**config.mk**
```make
export PLATFORM = sky130hd
export DESIGN_NAME = reaction_game_ctrl
export DESIGN_NICKNAME = d
export VERILOG_FILES = /design/src/rtl/game_pkg.sv /design/src/rtl/edge_sync.sv /design/src/rtl/reaction_game_ctrl.sv
export SDC_FILE = /design/constraint.sdc
export NUM_CORES = 1
export LEC_CHECK = 0
export CAP_MARGIN = 20
export CORE_MARGIN = 2
export CORE_UTILIZATION = 32
export CTS_CLUSTER_SIZE = 40
export DETAILED_ROUTE_END_ITERATION = 10
export PLACE_DENSITY = 0.63
export SLEW_MARGIN = 20
export SYNTH_ARGS = -nofsm -noshare
export SYNTH_HDL_FRONTEND = slang
export SYNTH_SLANG_ARGS = --single-unit
```
**constraint.sdc**
```tcl
create_clock -name clk -period 10.4 [get_ports clk]
set_input_delay 1.56 -clock clk [delete_from_list [all_inputs] [get_ports clk]]
set_output_delay 1.56 -clock clk [all_outputs]
set_load 0.01 [all_outputs]
```
**src/rtl/game_pkg.sv**
```systemverilog
// rtl/game_pkg.sv - states, segment codes and BCD limit shared by the reaction game
package game_pkg;

  typedef enum logic [2:0] {
    IDLE      = 3'd0,
    ARM       = 3'd1,
    WAIT_RAND = 3'd2,
    WAIT_USER = 3'd3,
    SHOW      = 3'd4,
    FAULT     = 3'd5,
    SUMMARY   = 3'd6
  } state_t;

  localparam logic [24:0] BLANK     = 25'h1FFFFFF;
  localparam logic [24:0] FAULT_MSG = 25'h0E38E3F;
  localparam logic [63:0] BCD_MAX   = {16{4'h9}};

endpackage

```
**src/rtl/edge_sync.sv**
```systemverilog
// rtl/edge_sync.sv - 2-flop synchroniser with a one-cycle edge pulse per bit
module edge_sync #(
  parameter int         W    = 1,
  parameter bit         RISE = 1'b1,
  parameter logic [W-1:0] INIT = '0
) (
  input  logic         clk,
  input  logic         rst,
  input  logic [W-1:0] d,
  output logic [W-1:0] level,
  output logic [W-1:0] pulse
);

  logic [W-1:0] s1, s2, s3;

  always_ff @(posedge clk or posedge rst) begin
    if (rst) begin
      s1 <= INIT;
      s2 <= INIT;
      s3 <= INIT;
    end else begin
      s1 <= d;
      s2 <= s1;
      s3 <= s2;
    end
  end

  assign level = s2;
  assign pulse = RISE ? (s2 & ~s3) : (~s2 & s3);

endmodule

```
**src/rtl/reaction_game_ctrl.sv**
```systemverilog
// rtl/reaction_game_ctrl.sv - multi-round reaction game FSM driving counter reset, LEDs and display
module reaction_game_ctrl
  import game_pkg::*;
#(
  parameter int N_SW    = 10,
  parameter int CNT_W   = 20,
  parameter int RAND_W  = 15,
  parameter int ROUNDS  = 4,
  parameter int TIMEOUT = 50000
) (
  input  logic              clk,
  input  logic              rst,
  input  logic              start_n,
  input  logic [N_SW-1:0]   sw,
  input  logic [RAND_W-1:0] rand_num,
  input  logic [CNT_W-1:0]  count,
  input  logic [CNT_W-1:0]  count_binary,
  input  logic [24:0]       go_msg,
  output logic              clreset,
  output logic [25:0]       display,
  output logic [N_SW-1:0]   led,
  output logic              false_start,
  output logic [3:0]        round_idx
);

  localparam logic [CNT_W-1:0] BCD_ALL9   = BCD_MAX[CNT_W-1:0];
  localparam logic [3:0]       TGT_LAST   = 4'(N_SW - 1);
  localparam logic [3:0]       ROUND_LAST = 4'(ROUNDS - 1);
  localparam logic [N_SW-1:0]  LED_ONE    = {{(N_SW-1){1'b0}}, 1'b1};

  state_t              state, state_d;
  logic                start, start_lvl_unused;
  logic [N_SW-1:0]     sw_s, sw_rise;
  logic [RAND_W-1:0]   rand_q, rand_d;
  logic [3:0]          tgt_idx, tgt_d, round_d;
  logic [CNT_W-1:0]    last_q, last_d, best_q, best_d;
  logic                clreset_d, false_start_d;
  logic [25:0]         display_d;
  logic [N_SW-1:0]     led_d;
  logic                rand_hit, timeout, user_hit;

  edge_sync #(.W(1), .RISE(1'b0), .INIT(1'b1)) u_start_sync (
    .clk(clk), .rst(rst), .d(start_n), .level(start_lvl_unused), .pulse(start)
  );

  edge_sync #(.W(N_SW), .RISE(1'b1), .INIT('0)) u_sw_sync (
    .clk(clk), .rst(rst), .d(sw), .level(sw_s), .pulse(sw_rise)
  );

  // While clreset is still high the counter value is stale, so neither compare may fire.
  assign rand_hit = !clreset && (32'(count_binary) == 32'(rand_q));
  assign timeout  = !clreset && (32'(count_binary) >= 32'(TIMEOUT));
  assign user_hit = sw_rise[tgt_idx];

  always_comb begin
    state_d       = state;
    rand_d        = rand_q;
    tgt_d         = tgt_idx;
    round_d       = round_idx;
    last_d        = last_q;
    best_d        = best_q;
    clreset_d     = 1'b1;
    display_d     = {1'b0, BLANK};
    led_d         = '0;
    false_start_d = 1'b0;
    case (state)
      IDLE: begin
        display_d = {1'b0, go_msg};
        if (start) begin
          round_d = '0;
          best_d  = BCD_ALL9;
          state_d = ARM;
        end
      end
      ARM: begin
        if (sw_s == '0) begin
          rand_d  = rand_num;
          state_d = WAIT_RAND;
        end
      end
      WAIT_RAND: begin
        clreset_d = 1'b0;
        tgt_d     = (tgt_idx == TGT_LAST) ? 4'd0 : tgt_idx + 4'd1;
        if (start) begin
          state_d = ARM;
        end else if (sw_rise != '0) begin
          state_d = FAULT;
        end else if (rand_hit) begin
          tgt_d     = tgt_idx;
          clreset_d = 1'b1;
          state_d   = WAIT_USER;
        end
      end
      WAIT_USER: begin
        clreset_d = 1'b0;
        led_d     = LED_ONE << tgt_idx;
        if (start) begin
          state_d = ARM;
        end else if (user_hit) begin
          last_d  = count;
          state_d = SHOW;
        end else if (timeout) begin
          last_d  = BCD_ALL9;
          state_d = SHOW;
        end
      end
      SHOW: begin
        display_d = {1'b1, 25'(last_q)};
        if (last_q < best_q) best_d = last_q;
        if (start) begin
          if (round_idx == ROUND_LAST) begin
            state_d = SUMMARY;
          end else begin
            round_d = round_idx + 4'd1;
            state_d = ARM;
          end
        end
      end
      FAULT: begin
        led_d         = '1;
        false_start_d = 1'b1;
        display_d     = {1'b0, FAULT_MSG};
        if (start) state_d = ARM;
      end
      SUMMARY: begin
        display_d = {1'b1, 25'(best_q)};
        if (start) state_d = IDLE;
      end
      default: state_d = IDLE;
    endcase
  end

  always_ff @(posedge clk or posedge rst) begin
    if (rst) begin
      state       <= IDLE;
      rand_q      <= '0;
      tgt_idx     <= '0;
      round_idx   <= '0;
      last_q      <= '0;
      best_q      <= BCD_ALL9;
      clreset     <= 1'b1;
      display     <= {1'b0, BLANK};
      led         <= '0;
      false_start <= 1'b0;
    end else begin
      state       <= state_d;
      rand_q      <= rand_d;
      tgt_idx     <= tgt_d;
      round_idx   <= round_d;
      last_q      <= last_d;
      best_q      <= best_d;
      clreset     <= clreset_d;
      display     <= display_d;
      led         <= led_d;
      false_start <= false_start_d;
    end
  end

endmodule
```
==> metrics.txt <==
leading area contributor after synthesis dfrtp_1; Worst Tran Pin Value between 1 and 1.5 ns; total number of H-tree levels 4; Net Count, Synth 637; Worst Path Max Fanout 27; # setup viols final 0; status completed; Die Height 143 um; register bit count reported by yosys 137; Worst path most repeated cell nor2_1; P_leak 3.56 nW; Max stage delay on crit path approximately 1.1 ns; warnings from Yosys 0; clock buffer depth 2; DRC errors left 0; crit share post-route 0.321; worst vdd ir approximately 0.13 mV; Max stage delay cell, worst path dfrtp_1; CTS buffer count 17; cell area after layout approximately 8500 sq um; Seq pwr share 0.366; drt total wl ~16 mm; initial antenna violation count 0; switch share 0.333; CP cell instances inv_2, nor2_1, nand3_1, nor2_1, a22o_1; synthesized cell area ~6200 sq um; commonest cells in the netlist dfrtp_1, dfstp_2, nor2_1; nets 768; GRT met1 Usage 0.192; met2 Use GR 0.266; Layout fillers between 1,500 and 2,000; startpoint types flop; cell internal pwr around 1.5 mW; Layout Skew 0.00844 ns; Buf/Inv on CP 1; total gr overflow 0; Setup TNS Final 0 ns; layout cells sized above 1 0.173; cts repair resizes 0; detailed-route via count 4,526; Critical Path AT ~3.7 ns; post-detail-place hpwl about 11 mm; Power Density around 270 nW/um^2; Worst setup EP type flop; Die ar. between 20,000 and 25,000 sq um; CP Class flop to flop; Post-synth EDFFs 0; clock transition at the registers of the reported paths roughly 0.06 ns; DR pass1 iterations 5; clock latency on the worst-skew pair approximately 0.42 ns; Fmax 299 MHz; I/O pins approximately 140; Most Used Layer, Global Route met2; Via-to-Cell Ratio ~4.9; Die X ~140 um; top cell type's share of synthesized area 0.394; total of max-cap violations 0; required time worst endpoint 10.75 ns; synthesis-to-finish area growth 36.4%; Netlist cell types 62; Hold Path Class flop to flop; Hold Slack 0.347 ns; total power around 2.3 mW; CTS Hold Bufs 0; per-cell routed wire length roughly 17 um; Placed Area 7830 sq um; effective utilization at floorplan 0.323; met3 GRT Util 0.0427; top cells by area, synth dfrtp_1, dfstp_2, ha_1; postcts setup bufs 0; delay-heaviest family, CP simple AND/OR/NAND/NOR gates; Core Footprint ~19,000 sq um; combinational share of power 0.344; Slew Limit Fails 0; root buffer cell clkbuf_16; final setup margin roughly 7.1 ns; Routed Antenna Nets 0; # rows 51; sequential area share after synthesis 0.559; Main synth FF type dfrtp_1; DP Worst Slack ~6.8 ns; CTS Sinks about 140; GRT Total Usage 0.158; largest net degree at the start of global routing 87; Slew Limit Headroom 0.272; CTS tree yes; count leader, synth dfrtp_1; Syn Area/Cell about 12 sq um; Placer Congestion roughly 0.81; NetSw roughly 770 uW; # diodes 0; r2r setup slk 7.06 ns; minimum clock period ~3.3 ns; First DRT Iteration DRCs around 250; Hold Fails Final Rpt 0; port buffer count 134; vias in the first global route approximately 4,700; Synth Instances 522; Clk pwr share 0.290; RSZ-0062 raised after global routing false; first-pass GRT wire length 24.8 mm; Post-synth ARST share 1.00
-- per-layer routing --
metal  part of all wire  vias up  wire length, um
met3              0.056       19              886
met2               0.49      113             7730
li1                   -     2145                -
met1               0.44     2249             6890
met5                  0        -                0
met4              0.017        0              266
-- path summary, 6_finish.rpt --
check                           startpoint            endpoint  cells past startpoint
setup / recovery                  state[1]          last_q[18]                      5
hold / removal             u_sw_sync.s1[2]  u_sw_sync.level[2]                      0
setup reg to reg                  state[1]          last_q[18]                      5
hold reg to reg            u_sw_sync.s1[2]  u_sw_sync.level[2]                      0
max in group asynchronous              rst              led[8]                      3
min in group asynchronous              rst          last_q[18]                      2
-- cells in the final DEF (no fill, tap or decap), types with 4 or more instances in the layout --
master and count:
ha_1 22, o22a_1 10, nor2_1 34, bufinv_16 5, and3_1 4, nand2_1 26, nand4_1 8, dfrtp_1 98
nor2b_1 14, dfstp_2 39, mux2_2 10, inv_1 23, nor4_1 4, o21ai_0 8, a2bb2oi_1 10, nor3_1 4
o22ai_1 11, mux2i_1 10, o211ai_1 4, clkbuf_16 17, xnor2_1 15, a21oi_1 21, mux2_4 12, a21o_1 15
a22o_1 20, nand3_1 13, clkdlybuf4s50_1 134, a21boi_0 8
-- power groups by stage --
| stage | Clock, mW | Sequential (mW) | Combinational [mW] |
|---|---|---|---|
| floorplan | 0 | 0.822 | 0.513 |
| detailed placement | 0 | 0.856 | 0.795 |
| global placement | 0 | 0.851 | 0.781 |
| CTS | 0.685 | 0.849 | 0.801 |
| finish | 0.671 | 0.848 | 0.797 |
| global route | 0.711 | 0.870 | 0.873 |
-- worst reg2reg max path, delay by kind of cell, from the launching register on --
family	cells	cell delay (ns)
simple gates	3	1.58
flops	1	1.06
buf+inv	1	0.36
compound gates	1	0.27
-- cells by family after synthesis --
kind of cell	share of synthesized area
compound gates	0.152
simple gates	0.116
fa+ha+maj	0.0442
buf+inv	0.0342
mux	0.0704
xor+xnor	0.0253
flops	0.559
-- layout make-up --
cell class | instances | area [sq um] | area share
Sequential cell | 137 | 3480 | 0.410
Multi-Input combinational cell | 334 | 2550 | 0.300
Timing Repair Buffer | 138 | 1380 | 0.162
Clock buffer | 19 | 443 | 0.0522
Tap cell | 265 | 332 | 0.0391
Clock inverter | 13 | 216 | 0.0255
Inverter | 25 | 98.8 | 0.0116
-- stage by stage --
step	util	instances
6_report	0.441	931
4_1_cts	0.440	931
5_1_grt	0.441	931
3_5_place_dp	0.406	899
3_3_place_gp	0.406	899
2_1_floorplan	-	522
-- registers in the layout, indices dropped and copies added, names as in the netlist --
name                flops
best_q                 20
clreset                 1
display                26
false_start             1
last_q                 20
led                    10
rand_q                 15
round_idx               4
state                   3
tgt_idx                 4
u_start_sync.level      1
u_start_sync.s1         1
u_start_sync.s3         1
u_sw_sync.level        10
u_sw_sync.s1           10
u_sw_sync.s3           10
No activity file was read; power rests on OpenSTA's default activity.
